<file path="src/rtl/regfile_pkg.sv">
// Shared definitions for the parametrised register bank.
// Holds the default geometry, the sweep/ready state encoding and the
// byte-merge helper used by both the write path and the read bypass.
package regfile_pkg;

  localparam int unsigned DEF_DATA_W = 32;
  localparam int unsigned DEF_NREGS  = 32;

  // Widest register the merge helper handles; callers widen/truncate around it.
  localparam int unsigned MAX_DATA_W = 256;
  localparam int unsigned MAX_BE_W   = MAX_DATA_W / 8;

  typedef enum logic {
    SWEEP = 1'b0,
    READY = 1'b1
  } sweep_state_e;

  // Replace each byte of old_v whose enable is set with the same byte of new_v.
  function automatic logic [MAX_DATA_W-1:0] byte_merge(
    input logic [MAX_DATA_W-1:0] old_v,
    input logic [MAX_DATA_W-1:0] new_v,
    input logic [MAX_BE_W-1:0]   be
  );
    logic [MAX_DATA_W-1:0] res;
    res = old_v;
    for (int i = 0; i < int'(MAX_BE_W); i++) begin
      if (be[i]) res[i*8 +: 8] = new_v[i*8 +: 8];
    end
    return res;
  endfunction

endpackage

</file>
<file path="src/rtl/banco_rd_port.sv">
// Single combinational read port of the register bank.
// Ports:
//   busy        - clear sweep in progress, forces the port to 0
//   wr_accept   - a write is being accepted this cycle
//   wr_addr     - write address
//   wr_data     - write data
//   wr_be       - write byte enables
//   rd_addr     - read address
//   stored_data - array contents at rd_addr
//   rd_data_c   - resolved read value (combinational)
module banco_rd_port #(
  parameter int unsigned DATA_W  = regfile_pkg::DEF_DATA_W,
  parameter int unsigned ADDR_W  = 5,
  parameter bit          ZERO_R0 = 1'b1,
  localparam int unsigned BE_W   = DATA_W / 8
) (
  input  logic              busy,
  input  logic              wr_accept,
  input  logic [ADDR_W-1:0] wr_addr,
  input  logic [DATA_W-1:0] wr_data,
  input  logic [BE_W-1:0]   wr_be,
  input  logic [ADDR_W-1:0] rd_addr,
  input  logic [DATA_W-1:0] stored_data,
  output logic [DATA_W-1:0] rd_data_c
);
  import regfile_pkg::*;

  logic [DATA_W-1:0] merged_c;

  assign merged_c = DATA_W'(byte_merge(MAX_DATA_W'(stored_data),
                                       MAX_DATA_W'(wr_data),
                                       MAX_BE_W'(wr_be)));

  // Priority: sweep, hardwired zero, same-cycle write bypass, array.
  always_comb begin
    rd_data_c = stored_data;
    if (busy) begin
      rd_data_c = '0;
    end else if (ZERO_R0 && (rd_addr == '0)) begin
      rd_data_c = '0;
    end else if (wr_accept && (wr_addr == rd_addr)) begin
      rd_data_c = merged_c;
    end
  end

endmodule

</file>
<file path="src/rtl/banco_registros_param.sv">
// Parametrised register bank: NREGS x DATA_W, NRD combinational read
// ports, one clocked byte-enabled write port, optional hardwired R0,
// write-to-read bypass and a post-reset clearing sweep.
// Ports:
//   clk, rst   - clock, synchronous active-high reset
//   Read_Reg   - packed read addresses, port k at [k*ADDR_W +: ADDR_W]
//   Read_data  - packed read data, port k at [k*DATA_W +: DATA_W]
//   Write_Reg  - write address
//   Write_Data - write data
//   Write_Be   - byte enables, bit i enables byte i
//   RegWrite   - write request
//   Busy       - clear sweep in progress
//   Wr_Ack     - high the cycle after an accepted write
module banco_registros_param #(
  parameter int unsigned DATA_W  = regfile_pkg::DEF_DATA_W,
  parameter int unsigned NREGS   = regfile_pkg::DEF_NREGS,
  parameter int unsigned NRD     = 2,
  parameter bit          ZERO_R0 = 1'b1,
  localparam int unsigned ADDR_W = $clog2(NREGS),
  localparam int unsigned BE_W   = DATA_W / 8
) (
  input  logic                  clk,
  input  logic                  rst,
  input  logic [NRD*ADDR_W-1:0] Read_Reg,
  output logic [NRD*DATA_W-1:0] Read_data,
  input  logic [ADDR_W-1:0]     Write_Reg,
  input  logic [DATA_W-1:0]     Write_Data,
  input  logic [BE_W-1:0]       Write_Be,
  input  logic                  RegWrite,
  output logic                  Busy,
  output logic                  Wr_Ack
);
  import regfile_pkg::*;

  localparam logic [ADDR_W-1:0] LAST_IDX = ADDR_W'(NREGS - 1);

  sweep_state_e      state_q, state_nx;
  logic [ADDR_W-1:0] cnt_q, cnt_nx;
  logic              wr_ack_q, wr_ack_nx;
  logic              clr_en_c;
  logic              wr_accept_c;
  logic [DATA_W-1:0] merged_wr_c;
  logic [DATA_W-1:0] br [NREGS];

  assign Busy   = (state_q == SWEEP);
  assign Wr_Ack = wr_ack_q;

  // R0 writes are refused outright when it is hardwired, so no ack.
  assign wr_accept_c = !rst && !Busy && RegWrite &&
                       !(ZERO_R0 && (Write_Reg == '0));

  assign merged_wr_c = DATA_W'(byte_merge(MAX_DATA_W'(br[Write_Reg]),
                                          MAX_DATA_W'(Write_Data),
                                          MAX_BE_W'(Write_Be)));

  // State register: sweep control and write acknowledge.
  always_ff @(posedge clk) begin
    if (rst) begin
      state_q  <= SWEEP;
      cnt_q    <= '0;
      wr_ack_q <= 1'b0;
    end else begin
      state_q  <= state_nx;
      cnt_q    <= cnt_nx;
      wr_ack_q <= wr_ack_nx;
    end
  end

  // Next state: walk every entry once, then serve writes.
  always_comb begin
    state_nx  = state_q;
    cnt_nx    = cnt_q;
    wr_ack_nx = 1'b0;
    clr_en_c  = 1'b0;
    case (state_q)
      SWEEP: begin
        clr_en_c = 1'b1;
        cnt_nx   = cnt_q + ADDR_W'(1);
        if (cnt_q == LAST_IDX) state_nx = READY;
      end
      READY: begin
        wr_ack_nx = wr_accept_c;
      end
      default: state_nx = SWEEP;
    endcase
  end

  // Array update; the reset edge itself leaves contents alone.
  always_ff @(posedge clk) begin
    if (!rst) begin
      if (clr_en_c) begin
        br[cnt_q] <= '0;
      end else if (wr_accept_c) begin
        br[Write_Reg] <= merged_wr_c;
      end
    end
  end

  for (genvar k = 0; k < int'(NRD); k++) begin : g_rd
    logic [ADDR_W-1:0] addr;
    logic [DATA_W-1:0] stored;

    assign addr   = Read_Reg[k*ADDR_W +: ADDR_W];
    assign stored = br[addr];

    banco_rd_port #(
      .DATA_W (DATA_W),
      .ADDR_W (ADDR_W),
      .ZERO_R0(ZERO_R0)
    ) u_rd_port (
      .busy       (Busy),
      .wr_accept  (wr_accept_c),
      .wr_addr    (Write_Reg),
      .wr_data    (Write_Data),
      .wr_be      (Write_Be),
      .rd_addr    (addr),
      .stored_data(stored),
      .rd_data_c  (Read_data[k*DATA_W +: DATA_W])
    );
  end

endmodule

</file>
<file path="config.mk">
export PLATFORM = sky130hd
export DESIGN_NAME = banco_registros_param
export DESIGN_NICKNAME = d
export VERILOG_FILES = /design/src/rtl/regfile_pkg.sv /design/src/rtl/banco_rd_port.sv /design/src/rtl/banco_registros_param.sv
export SDC_FILE = /design/constraint.sdc
export NUM_CORES = 1
export LEC_CHECK = 0
export ABC_CLOCK_PERIOD_IN_PS = 7410
export BUFFER_PORTS_ARGS = -buffer_cell sky130_fd_sc_hd__buf_4
export CELL_PAD_IN_SITES_DETAIL_PLACEMENT = 1
export CELL_PAD_IN_SITES_GLOBAL_PLACEMENT = 1
export CORE_UTILIZATION = 45
export CTS_CLUSTER_DIAMETER = 120
export DETAILED_ROUTE_END_ITERATION = 8
export HOLD_SLACK_MARGIN = 0.06
export PLACE_DENSITY = 0.79
export SLEW_MARGIN = 10
export SYNTH_ARGS = -nofsm -noshare
export SYNTH_HDL_FRONTEND = slang
export SYNTH_HIERARCHICAL = 1
export SYNTH_SLANG_ARGS = --single-unit
</file>
<file path="constraint.sdc">
create_clock -name clk -period 7.41 [get_ports clk]
set_input_delay 0.3705 -clock clk [delete_from_list [all_inputs] [get_ports clk]]
set_output_delay 0.3705 -clock clk [all_outputs]
set_load 0.02 [all_outputs]
</file>
==> flow_summary.yaml, run 1 <==
final_layout:
  area_growth_pct: 11.1
  fraction_of_layout_cells_with_a_size_suffix_above_1_pct: 9.99
  final-seq-area_um2: 30900
  multi_input_comb_area_um2: 19100
  finish.cell_count_without_fillers: 5477
  final.fill_count: 11200
  final_nets: 3947
synthesis:
  synth_async_sr_flop_share_pct: 0
  synth.cell_area_um2: 51300
  seq_area_frac_synth_pct: 60.2
  synth-edff-count: 1024
  synthesis.nets: 3944
  synth_cells: 3888
  post-synth-top-count-cell: "sky130_fd_sc_hd__mux2i_1"
  yosys-top-cells-count: "sky130_fd_sc_hd__mux2i_1 (1035), sky130_fd_sc_hd__edfxtp_1 (1024), sky130_fd_sc_hd__nand3_1 (264)"
  synth.largest_area_cell: "sky130_fd_sc_hd__edfxtp_1"
  synth_area_per_cell_um2: 13.2
  most_frequently_used_flop_master_after_synthesis: "sky130_fd_sc_hd__edfxtp_1"
  synthesis.yosys.warnings: 6
  synth.top_cell.area_share_pct: 59.9
  synth-seq-cells: 1031
  synthDistinctLibCells: 43
  synth_area_leaders: "sky130_fd_sc_hd__edfxtp_1 (60%), sky130_fd_sc_hd__mux2i_1 (20%), sky130_fd_sc_hd__a22oi_1 (2.8%)"
sta:
  setup_violations: 0
  postLayoutSetupSlackWorst_ns: 2.55
  totalNegativeSetupSlack_ns: 0
  worst_slew_pin_slew_ns: 1.29
  worst_slew_margin_rel_pct: 13.7
  finalCritPeriodShare_pct: 65.6
  hold_violations: 0
  rsz_0062_raised_after_global_routing: "false"
  final.hold.worst_slack_ns: 0.151
  post-route-min-period_ns: 4.86
  clock-skew-final_ns: 0.0141
  timing_max_transition_violations_final: 0
  max_freq_mhz: 206
floorplan:
  std_cell_rows: 123
  fp.dieArea_um2: 115000
  core_um2: 113000
  floorplan.initialDensity_pct: 45.5
  die_y_um: 340
  io-pin-count: 120
  x_dimension_of_the_die_um: 340
drt:
  antenna_violating_nets_post_route: 0
  post_drt_via_cell_ratio: 6.59
  firstDrtPassIters: 6
  wl_per_cell_um: 32.7
  drt_drc_violations_left: 0
  finalWirelength_mm: 179
  drt_first_iter_violations: 4456
  vias: 36100
clock_network:
  cts_tree: "built"
  clock_insertion_delay_worst_skew_ns: 0.69
  ctsLongestPathBuffers: 3
  cts_sinks: 1031
  h-tree-depth: 3
  worst_setup_hold_path_clk_slew_ns: 0.06
  cts_inserted_buffers: 104
  postCtsSetupRepairBufs: 0
  cts-root-buf: "sky130_fd_sc_hd__clkbuf_16"
global_route:
  number_of_antenna_violations_at_the_first_check_in_global_routing: 2
  grt.overflow.total: 0
  grt_max_degree: 132
  gr-usage-all-layers_pct: 30.2
  vias_in_the_first_global_route: 37300
  global_route_wire_length_before_repair_mm: 257
pwr:
  seq_power_share_pct: 49.9
  ir_worst_vdd_mv: 0.189
  comb_power_share_pct: 8.1
  power.net_switching_mw: 3.06
  pwr_density_cell_nw_per_um2: 224
  netSwitchingFraction_pct: 23.9
  p_leak_nw: 19.8
  p_int_mw: 9.73
  clock_power_share_pct: 42.0
critical_path:
  crit_path_max_fanout: 23
  end_kind: "primary output"
  source_of_the_critical_timing_path: "state_q"
  rr_endpoint: "br[5][14]"
  worst_r2r_startpoint: "state_q"
  launching_element_type_of_the_critical_path: "flip-flop"
  ff2ff_setup_slack_ns: 3.20
  capturing_instance_or_port_of_the_critical_path: "Read_data[43]"
  critPathKind: "reg2out"
  worstPathArrival_ns: 4.49
  worst-endpoint-required_ns: 7.04
  reg2regPathDepth: 6
status:
  outcome: "finished, final reports clean"
flow_run:
  drv.max_cap_violation_count: 0
worst_hold_path:
  min_path_cells: 3
  hold_class: "in2reg"
placed_design:
  hpwlAfterDp_mm: 110
  placed_cells_incl_taps: 5282
  place_ws_ns: 3.35
  numPortBuffers: 119
  gp_routability_congestion: 0.883
cells in the final DEF (no fill, tap or decap), types with 64 or more instances in the layout:
| cell | Yosys | routed |
|---|---|---|
| sky130_fd_sc_hd__a21boi_1 | 64 | 64 |
| sky130_fd_sc_hd__a21oi_1 | 200 | 197 |
| sky130_fd_sc_hd__a22o_1 | 128 | 128 |
| sky130_fd_sc_hd__a22oi_1 | 192 | 192 |
| sky130_fd_sc_hd__a31oi_1 | 64 | 64 |
| sky130_fd_sc_hd__buf_4 | 6 | 180 |
| sky130_fd_sc_hd__clkbuf_16 | 0 | 105 |
| sky130_fd_sc_hd__edfxtp_1 | 1024 | 1024 |
| sky130_fd_sc_hd__mux2i_1 | 1035 | 1031 |
| sky130_fd_sc_hd__nand2_1 | 220 | 218 |
| sky130_fd_sc_hd__nand3_1 | 264 | 264 |
| sky130_fd_sc_hd__nor2_1 | 137 | 135 |
| sky130_fd_sc_hd__nor3_1 | 73 | 71 |
| sky130_fd_sc_hd__o21ai_0 | 64 | 64 |
repair_timing:
item	in CTS	in global routing
resized for setup	0	0
endpoints found under the hold margin	9	0
endpoints found under the setup margin	0	0
hold buffers	3	0
cell type report:
cell class | count | area share (%)
clock buffers | 118 | 4.70
flip-flops and latches | 1031 | 54.2
clock inverters | 71 | 1.24
well taps | 1500 | 3.29
inverters | 1 | 0.00659
multi-input cells | 2554 | 33.6
repair buffers | 199 | 2.97
diodes | 3 | 0.0132
power groups by stage:
| stage | Combinational (mW) | Sequential (mW) | Clock (mW) |
|---|---|---|---|
| after floorplan | 0.618 | 6.50 | 0 |
| after global placement | 0.978 | 6.50 | 0 |
| after detailed placement | 0.990 | 6.51 | 0 |
| after CTS | 1.00 | 6.38 | 5.37 |
| after global routing | 1.05 | 6.38 | 5.57 |
| final | 1.03 | 6.38 | 5.37 |
stage by stage:
step	area (um^2)	power (mW)	util, %
detailed placement	53600	7.50	47.5
global route	57000	13.0	50.5
floorplan	51300	7.11	-
finish	57000	12.8	50.5
CTS	57000	12.8	50.5
global placement	53600	7.48	47.5
worst min path at each step:
stage,from,to,slack [ns]
2_1_floorplan,RegWrite,Wr_Ack,0.53
5_1_grt,Write_Reg[2],Wr_Ack,0.20
4_1_cts,Write_Reg[2],Wr_Ack,0.12
3_3_place_gp,cnt_q[1],cnt_q[1],0.59
3_5_place_dp,rst,cnt_q[3],0.60
6_report,Write_Reg[2],Wr_Ack,0.15
logic make-up after synthesis:
group,Yosys count,synth area share [%]
flip-flops,1031,60.2
AO/OA/AOI/OAI,717,9.39
AND/OR/NAND/NOR,781,7.05
adder cells (fa/ha/maj),2,0.0488
buffers and inverters,303,2.72
XOR/XNOR,13,0.251
multiplexers,1041,20.3
layer usage:
layer	part of all wire (%)	wire (um)	global-route usage [%]	up-vias
li1	-	-	-	15100
met1	40	71900	40.6	18600
met2	46	82100	47.2	2029
met3	9.4	16800	6.15	369
met4	4.5	8050	13.6	0
met5	0	0	0	-
sequential cells by signal, indices dropped and copies added (netlist names):
register and cells:
cnt_q 5, state_q 1, Wr_Ack 1, br 1024
worst max-delay path: stages (launching register included):
cell,delay (ns)
sky130_fd_sc_hd__dfxtp_1,0.56
sky130_fd_sc_hd__nand3b_4,0.14
sky130_fd_sc_hd__a21oi_2,0.64
sky130_fd_sc_hd__nand3_1,0.94
sky130_fd_sc_hd__o21ai_0,1.11
sky130_fd_sc_hd__a21boi_1,0.19
sky130_fd_sc_hd__buf_4,0.21
No activity file was read; power rests on OpenSTA's default activity.
==> run 2: changes to the inputs <==
- ABC_CLOCK_PERIOD_IN_PS: 7410 -> 4300
- PLACE_DENSITY: 0.79 -> 0.82
- clock period: 7.41 -> 4.3 ns (I/O delays scaled with it)
==> flow_summary.yaml, run 2 (synthesized netlist as in run 1, its figures left out) <==
status:
  outcome: "complete, but fails checks"
  failed_checks: "setup timing"
pwr:
  ir_worst_vdd_mv: 0.311
  seq_power_share_pct: 49.6
  comb_power_share_pct: 8.3
  pwr_density_cell_nw_per_um2: 385
  power.net_switching_mw: 5.28
  clock_power_share_pct: 42.0
  p_int_mw: 16.9
  p_leak_nw: 20.1
  netSwitchingFraction_pct: 23.8
placed_design:
  gp_routability_congestion: 0.928
  place_ws_ns: 0.521
  hpwlAfterDp_mm: 121
  numPortBuffers: 119
  placed_cells_incl_taps: 5346
critical_path:
  worstPathArrival_ns: 4.11
  critPathKind: "reg2out"
  crit_path_max_fanout: 23
  worst-endpoint-required_ns: 4.09
  end_kind: "primary output"
  launching_element_type_of_the_critical_path: "flip-flop"
drt:
  firstDrtPassIters: 8
  drt_drc_violations_left: 0
  wl_per_cell_um: 33.7
  post_drt_via_cell_ratio: 6.67
  vias: 37000
  drt_first_iter_violations: 4721
  antenna_violating_nets_post_route: 0
  finalWirelength_mm: 187
global_route:
  number_of_antenna_violations_at_the_first_check_in_global_routing: 5
  grt_max_degree: 73
  grt.overflow.total: 0
  global_route_wire_length_before_repair_mm: 267
  gr-usage-all-layers_pct: 31.6
  vias_in_the_first_global_route: 38400
floorplan:
  core_um2: 113000
  std_cell_rows: 123
  x_dimension_of_the_die_um: 340
  die_y_um: 340
  floorplan.initialDensity_pct: 45.5
  fp.dieArea_um2: 115000
  io-pin-count: 120
final_layout:
  register_with_the_most_flip_flops: "br"
  fraction_of_layout_cells_with_a_size_suffix_above_1_pct: 11.7
  layout.cells.most_common: "sky130_fd_sc_hd__mux2i_1"
  final.fill_count: 11200
  finish.cell_count_without_fillers: 5541
  final_nets: 4009
  final-seq-area_um2: 30900
  multi_input_comb_area_um2: 19200
  finalCoreUtilization_pct: 51.1
  layout_top_registers: "br: 1024 flops, cnt_q: 5 flops"
  layout_common_cells: "sky130_fd_sc_hd__mux2i_1 (1031), sky130_fd_sc_hd__edfxtp_1 (1024), sky130_fd_sc_hd__nand3_1 (263)"
  largest_register_ffs: 1024
  area_growth_pct: 12.3
clock_network:
  cts_sinks: 1031
  ctsLongestPathBuffers: 3
  cts_inserted_buffers: 103
  h-tree-depth: 3
  worst_setup_hold_path_clk_slew_ns: 0.07
  postCtsSetupRepairBufs: 0
  clock_insertion_delay_worst_skew_ns: 0.70
  cts-root-buf: "sky130_fd_sc_hd__clkbuf_16"
  cts_tree: "built"
sta:
  timing_max_transition_violations_final: 0
  post-route-min-period_ns: 4.33
  max_freq_mhz: 231
  worst_slew_pin_slew_ns: 1.25
  hold_violations: 0
  finalCritPeriodShare_pct: 101
  clock-skew-final_ns: 0.0259
  postLayoutSetupSlackWorst_ns: -0.0281
  worst_slew_margin_rel_pct: 16.7
  rsz_0062_raised_after_global_routing: "false"
  setup_violations: 2
worst_hold_path:
  hold_class: "in2reg"
flow_run:
  drv.max_cap_violation_count: 0
-- run 2: timing repair --
| item | in CTS | in global routing |
|---|---|---|
| setup endpoints to repair | 0 | 1 |
| endpoints found under the hold margin | 7 | 0 |
| gates resized for setup | 0 | 1 |
| hold buffers | 2 | 0 |
-- run 2: worst max-delay path, cell delays in order, from the launching register on --
cell and delay [ns]:
sky130_fd_sc_hd__dfxtp_1 0.58, sky130_fd_sc_hd__nand3b_4 0.15, sky130_fd_sc_hd__a21oi_2 0.82, sky130_fd_sc_hd__and3_2 0.60, sky130_fd_sc_hd__nand3_1 0.19, sky130_fd_sc_hd__a21boi_1 0.78, sky130_fd_sc_hd__buf_4 0.28
-- run 2: final cells by class --
| type | instances | area share [%] |
|---|---|---|
| Antenna cell | 3 | 0.0130 |
| Clock buffer | 131 | 4.82 |
| Clock inverter | 59 | 1.08 |
| Inverter | 1 | 0.00652 |
| Multi-Input combinational cell | 2554 | 33.2 |
| Sequential cell | 1031 | 53.6 |
| Tap cell | 1500 | 3.26 |
| Timing Repair Buffer | 262 | 3.95 |
-- run 2: routing by layer --
layer,share of wire (%),up-vias,GRT usage (%)
met2,46,2252,49.6
met4,6.4,2,17.9
met3,10,558,6.99
li1,-,15200,-
met5,0.0038,-,0
met1,38,18900,40.4
-- run 2: power groups by stage --
stage                     clock (mW)  combinational (mW)  sequential, mW
after CTS                       9.29                1.78            11.0
after detailed placement           0                1.76            11.2
after floorplan                    0                1.07            11.2
final                           9.32                1.85            11.0
after global placement             0                1.72            11.2
after global routing            9.62                1.87            11.0
-- run 2: stage by stage --
| stage | hold slack, ns | cell area [um^2] | power, mW | setup TNS [ns] |
|---|---|---|---|---|
| floorplan | 0.377 | 51300 | 12.3 | 0 |
| global placement | 0.444 | 54200 | 12.9 | 0 |
| detailed placement | 0.460 | 54200 | 13.0 | 0 |
| CTS | 0.227 | 57600 | 22.1 | 0 |
| global route | 0.252 | 57600 | 22.5 | 0 |
| finish | 0.252 | 57600 | 22.2 | -0.0546 |
-- run 2: final timing paths --
check	startpoint	endpoint	slack, ns	cells past startpoint
worst max-delay path	state_q	Read_data[11]	-0.03	6
worst min-delay path	Write_Data[3]	br[3][3]	0.25	3
worst max register to register	state_q	br[25][21]	0.33	7
worst min register to register	cnt_q[1]	cnt_q[1]	0.64	2
